[src/rtl/aes_byte_feeder.sv]
// -----------------------------------------------------------------------------
// aes_byte_feeder
//   Upstream stage of AES_encryption. Takes one key/plaintext pair per
//   valid/ready handshake into a pending buffer. Each pair moves to an active
//   buffer and is then streamed MSB byte first to the core's byte-serial
//   inputs. The core's ready rising edge completes the block. A timeout ends
//   the block if the core never answers.
//
// Ports
//   clk, rst      rising-edge clock, asynchronous active-high reset
//   in_valid      producer has a key/block pair
//   in_ready      pending buffer empty (registered)
//   in_key        cipher key, [8*NBYTES-1 -: 8] sent first
//   in_block      plaintext, [8*NBYTES-1 -: 8] sent first
//   key_byte      key byte to the core (registered)
//   state_byte    plaintext byte to the core (registered)
//   enable        core enable (registered)
//   aes_ready     core ready; its rising edge in WAIT completes the block
//   busy          FSM not in IDLE (registered)
//   done          1-cycle pulse, block completed by aes_ready
//   timeout_err   1-cycle pulse, WAIT expired without aes_ready
//
// Parameters
//   NBYTES    bytes per block
//   LEAD_CYC  cycles of enable before the first byte
//   TIMEOUT   WAIT cycles before timeout_err, 0 disables the timeout
// -----------------------------------------------------------------------------
module aes_byte_feeder #(
    parameter int NBYTES   = 16,
    parameter int LEAD_CYC = 1,
    parameter int TIMEOUT  = 255
) (
    input  logic                  clk,
    input  logic                  rst,
    input  logic                  in_valid,
    output logic                  in_ready,
    input  logic [8*NBYTES-1:0]   in_key,
    input  logic [8*NBYTES-1:0]   in_block,
    output logic [7:0]            key_byte,
    output logic [7:0]            state_byte,
    output logic                  enable,
    input  logic                  aes_ready,
    output logic                  busy,
    output logic                  done,
    output logic                  timeout_err
);

    localparam int KW    = 8 * NBYTES;
    localparam int M1    = (NBYTES > LEAD_CYC) ? NBYTES : LEAD_CYC;
    localparam int M2    = (M1 > TIMEOUT) ? M1 : TIMEOUT;
    localparam int CNT_W = (M2 > 1) ? $clog2(M2) : 1;

    typedef enum logic [2:0] {
        S_IDLE,
        S_ARM,
        S_SEND,
        S_WAIT,
        S_DONE
    } state_t;

    state_t              state, state_d;
    logic [CNT_W-1:0]    cnt, cnt_d;
    logic                pend_full, pend_full_d;
    logic [KW-1:0]       pend_key, pend_blk;
    logic [KW-1:0]       act_key, act_blk, act_key_d, act_blk_d;
    logic                aes_ready_q;
    logic                accept, move, rise;
    logic                done_d, timeout_d;

    // Byte idx of a block, counting from the most significant byte.
    function automatic logic [7:0] byte_at(input logic [KW-1:0] data,
                                           input logic [CNT_W-1:0] idx);
        logic [7:0] b;
        b = 8'h00;
        for (int i = 0; i < NBYTES; i++) begin
            if (idx == CNT_W'(i)) begin
                b = data[8*(NBYTES-1-i) +: 8];
            end
        end
        return b;
    endfunction

    assign accept = in_valid && in_ready;
    assign rise   = aes_ready && !aes_ready_q;

    // Next-state logic. Outputs are decoded from the next state so that
    // they can be registered without adding a cycle of latency.
    always_comb begin
        state_d   = state;
        cnt_d     = cnt;
        act_key_d = act_key;
        act_blk_d = act_blk;
        move      = 1'b0;
        done_d    = 1'b0;
        timeout_d = 1'b0;
        case (state)
            S_IDLE: begin
                if (pend_full) begin
                    move      = 1'b1;
                    act_key_d = pend_key;
                    act_blk_d = pend_blk;
                    cnt_d     = '0;
                    state_d   = (LEAD_CYC == 0) ? S_SEND : S_ARM;
                end
            end
            S_ARM: begin
                if (cnt == CNT_W'(LEAD_CYC - 1)) begin
                    state_d = S_SEND;
                    cnt_d   = '0;
                end else begin
                    cnt_d = cnt + CNT_W'(1);
                end
            end
            S_SEND: begin
                if (cnt == CNT_W'(NBYTES - 1)) begin
                    state_d = S_WAIT;
                    cnt_d   = '0;
                end else begin
                    cnt_d = cnt + CNT_W'(1);
                end
            end
            S_WAIT: begin
                cnt_d = cnt + CNT_W'(1);
                // A ready edge takes priority over a coincident timeout.
                if (rise) begin
                    state_d = S_DONE;
                    cnt_d   = '0;
                    done_d  = 1'b1;
                end else if ((TIMEOUT != 0) && (cnt == CNT_W'(TIMEOUT - 1))) begin
                    state_d   = S_DONE;
                    cnt_d     = '0;
                    timeout_d = 1'b1;
                end
            end
            S_DONE: begin
                state_d = S_IDLE;
                cnt_d   = '0;
            end
            default: begin
                state_d = S_IDLE;
                cnt_d   = '0;
            end
        endcase
    end

    // Pending buffer: a fresh accept wins over a move in the same cycle.
    always_comb begin
        pend_full_d = pend_full;
        if (accept) begin
            pend_full_d = 1'b1;
        end else if (move) begin
            pend_full_d = 1'b0;
        end
    end

    always_ff @(posedge clk or posedge rst) begin
        if (rst) begin
            state       <= S_IDLE;
            cnt         <= '0;
            pend_full   <= 1'b0;
            pend_key    <= '0;
            pend_blk    <= '0;
            act_key     <= '0;
            act_blk     <= '0;
            aes_ready_q <= 1'b0;
            in_ready    <= 1'b1;
            key_byte    <= 8'h00;
            state_byte  <= 8'h00;
            enable      <= 1'b0;
            busy        <= 1'b0;
            done        <= 1'b0;
            timeout_err <= 1'b0;
        end else begin
            state       <= state_d;
            cnt         <= cnt_d;
            pend_full   <= pend_full_d;
            act_key     <= act_key_d;
            act_blk     <= act_blk_d;
            aes_ready_q <= aes_ready;
            if (accept) begin
                pend_key <= in_key;
                pend_blk <= in_block;
            end
            in_ready    <= !pend_full_d;
            enable      <= (state_d == S_ARM) || (state_d == S_SEND) || (state_d == S_WAIT);
            busy        <= (state_d != S_IDLE);
            done        <= done_d;
            timeout_err <= timeout_d;
            if (state_d == S_SEND) begin
                key_byte   <= byte_at(act_key_d, cnt_d);
                state_byte <= byte_at(act_blk_d, cnt_d);
            end else begin
                key_byte   <= 8'h00;
                state_byte <= 8'h00;
            end
        end
    end

endmodule
[config.mk]
export PLATFORM = sky130hd
export DESIGN_NAME = aes_byte_feeder
export DESIGN_NICKNAME = d
export VERILOG_FILES = /design/src/rtl/aes_byte_feeder.sv
export SDC_FILE = /design/constraint.sdc
export NUM_CORES = 1
export LEC_CHECK = 0
export CAP_MARGIN = 20
export CORE_MARGIN = 2
export CORE_UTILIZATION = 45
export CTS_BUF_LIST = sky130_fd_sc_hd__clkbuf_4
export CTS_CLUSTER_SIZE = 14
export DETAILED_ROUTE_END_ITERATION = 8
export PLACE_DENSITY_LB_ADDON = 0.3
export SETUP_SLACK_MARGIN = 0.15
export SLEW_MARGIN = 25
export SYNTH_ARGS = -nofsm -noshare
export SYNTH_HDL_FRONTEND = slang
export SYNTH_SLANG_ARGS = --single-unit
export TNS_END_PERCENT = 5
[constraint.sdc]
create_clock -name clk -period 26.4 [get_ports clk]
set_input_delay 6.6 -clock clk [delete_from_list [all_inputs] [get_ports clk]]
set_output_delay 6.6 -clock clk [all_outputs]
set_load 0.1 [all_outputs]
==> out/qor.csv <==
stage;metric;value;unit
grt;met3_usage;6.34;%
synth;yosysSeqAreaShare;59.8;%
clocking;cts_tree;done;
power;p_comb_share;39.7;%
drt;drc_errors;0;
layout;fin_cells;3188;
power;p_leak;12.9;nW
sta;fin_tns_setup;0;ns
power;internal-power;2.17;mW
sta;fmax;105;MHz
min_path;worstHoldPathType;register to register;
synth;synth_area;22800;sq um
grt;grt_max_degree;170;
min_path;worstHoldEndpoint;act_blk[17];
critical_path;endpoint_kind;register;
clocking;cts_setup_buffers;0;
layout;final_cell_mix;785 x nand2_1, 545 x dfrtp_1, 280 x clkdlybuf4s50_1;
power;p_switching;1.45;mW
clocking;cts_buffers;147;
sta;post-route-period-util;36.1;%
drt;wl_per_cell;21.0;microns
drt;vias;17000;
layout;fin_nets;2679;
critical_path;timing.rr.end;key_byte[5];
floorplan;die_h;229;microns
grt;antenna_found_initial;2;
critical_path;crit_fanout;17;
synth;syn_nets;2354;
critical_path;r2r_cells;12;
layout;drive_gt1_share;22.2;%
sta;fin_crit;9.53;ns
floorplan;dieArea;52600;sq um
clocking;clockBufferDepth;3;
placed_design;portBuffers;280;
floorplan;start_util;45.5;%
grt;grt_pass1_wl;104;mm
floorplan;row_count;82;
placed_design;globalplace.congestion;0.916;
power;peakVddDrop;0.0646;mV
sta;clock-skew-final;0.0703;ns
critical_path;r2r-start;state[2];
min_path;hp-start;act_blk[17];
sta;finalHoldViolations;0;
clocking;path_clk_slew;0.06;ns
drt;dr.pass1.iters;5;
outcome;status;completed;
power;p_seq_share;39.3;%
synth;synth_area_per_cell;10.9;sq um
drt;ant_nets;0;
sta;finalSetupViolations;0;
floorplan;io_pins;281;
clocking;hold_buffers;0;
floorplan;core;50200;sq um
synth;ys_types;91;
synth;synth_area_leaders;dfrtp_1 60%, nand2_1 13%, mux2_2 13%;
power;clkPwrFrac;21.0;%
clocking;ctsHtreeMaxLevel;4;
synth;synth_top_area_cell;dfrtp_1;
power;fin_total_pwr;3.62;mW
sta;maxSlewHeadroom;29.9;%
critical_path;start_kind;primary input;
synth;synth_edf_count;0;
critical_path;worstSetupPathType;primary input to register;
sta;worst_pin_slew;1.05;ns
power;swShare;40.1;%
synth;ys.flop_type;dfrtp_1;
min_path;hold_depth;2;
critical_path;regToRegSetupSlack;21.73;ns
grt;gr-usage-all-layers;26.1;%
placed_design;dp_hpwl;47.1;mm
sta;rsz0062_at_grt;no;
critical_path;worstPathRequired;27.29;ns
drt;drt_iter0_drc;1419;
job;max_cap_violations;0;
synth;ys_seq_elements;546;
drt;drt-vias-per-instance;5.34;
clocking;root_buffer;clkbuf_4;
synth;syn_inst;2091;
synth;ys_async_sr_fraction;100;%
grt;grt_use_met2;41.3;%
sta;drv_slew;0;
synth;yosys_warnings;0;
drt;wl;67.0;mm
clocking;cts.repair.resized;0;
power;power_density;129;nW/um^2
layout;fill_cells;4348;
grt;grt_overflow;0;
grt;grt_pass1_vias;17800;
grt;busiest_layer;met2;
synth;synth_top_area_share;59.7;%
grt;use_met1;34.1;%
layout;areaGrowthSynthToFinish;22.6;%
placed_design;place_inst;2939;
layout;mostFrequentLayoutCell;nand2_1;
clocking;insertion_delay;0.97;ns
critical_path;cp.arrival;10.42;ns
sta;hold-worst-slack;0.471;ns
floorplan;dieWidth;229;microns
clocking;clock_sinks;546;
[critical path, stage by stage]
cell,delay (ns)
clkdlybuf4s50_1,0.48
nand2b_1,0.13
o211a_2,0.21
o32ai_1,0.30
and2_1,0.72
nand3_1,0.70
a21oi_1,0.38
nor2_1,0.07
nor3_1,0.44
nand4b_1,0.18
o2111a_1,0.19
[through the flow]
step | setup slack (ns) | util (%) | area, sq um
6_report | 16.87 | 55.8 | 28000
3_3_place_gp | 16.19 | 52.0 | 26100
3_5_place_dp | 16.01 | 52.1 | 26100
5_1_grt | 16.66 | 55.8 | 28000
4_1_cts | 17.04 | 55.8 | 28000
2_1_floorplan | 4.54 | - | 22800
[layout make-up]
type	count	area [sq um]	area share, %
diodes	2	5.00	0.0179
flip-flops and latches	546	13700	48.8
clock inverters	33	254	0.907
repair buffers	295	2960	10.6
inverters	16	75.1	0.268
multi-input cells	1410	8600	30.7
well taps	672	841	3.00
clock buffers	214	1610	5.74
[power by group through the flow]
stage                     logic (mW)  clock network (mW)  registers [mW]
after floorplan                0.951                   0            1.42
after global placement          1.40                   0            1.42
after detailed placement        1.43                   0            1.44
after CTS                       1.43               0.779            1.42
after global routing            1.56               0.824            1.47
final                           1.44               0.759            1.42
[state kept, by name (all words and copies together) (netlist names), 3 cells and up]
signal / cells
pend_key: 128
state_byte: 8
key_byte: 8
act_key: 128
cnt: 8
state: 3
pend_blk: 128
act_blk: 128
[worst max-delay path by stage]
stage,startpoint,end,slack [ns]
floorplan,rst,act_blk[0],4.54
global placement,aes_ready,key_byte[5],16.19
detailed placement,aes_ready,key_byte[5],16.01
CTS,aes_ready,key_byte[5],17.04
global route,aes_ready,key_byte[5],16.66
finish,aes_ready,key_byte[5],16.87
[synth_stat cells (all sizes together) (5+ instances only)]
cell and number:
o22ai 24, inv 16, nand2 789, a222oi 11, nand3 21, a32o 5, o21ai 29, mux2i 10
o21a 5, and3 7, nor4b 5, a31oi 7, a211oi 7, a22o 7, a22oi 15, a221o 7
a21oi 38, o211ai 6, clkbuf 53, dfrtp 545, nor3 20, nand2b 7, buf 66, nor2 41
a221oi 11, mux2 261, o2111ai 5, and2 9
[logic make-up after synthesis]
kind of cell,Yosys count,share of synthesized area [%]
fa+ha+maj,3,0.164
compound gates,210,7.08
mux,271,13.3
flops,546,59.8
buf+inv,135,2.74
simple gates,922,16.7
xor+xnor,4,0.153
[layer usage]
layer  share of wire, %  vias up
li1                   -     7786
met3                6.0      132
met5                  0        -
met1                 42     8495
met4                3.6        0
met2                 48      596
No activity file was read; power rests on OpenSTA's default activity.
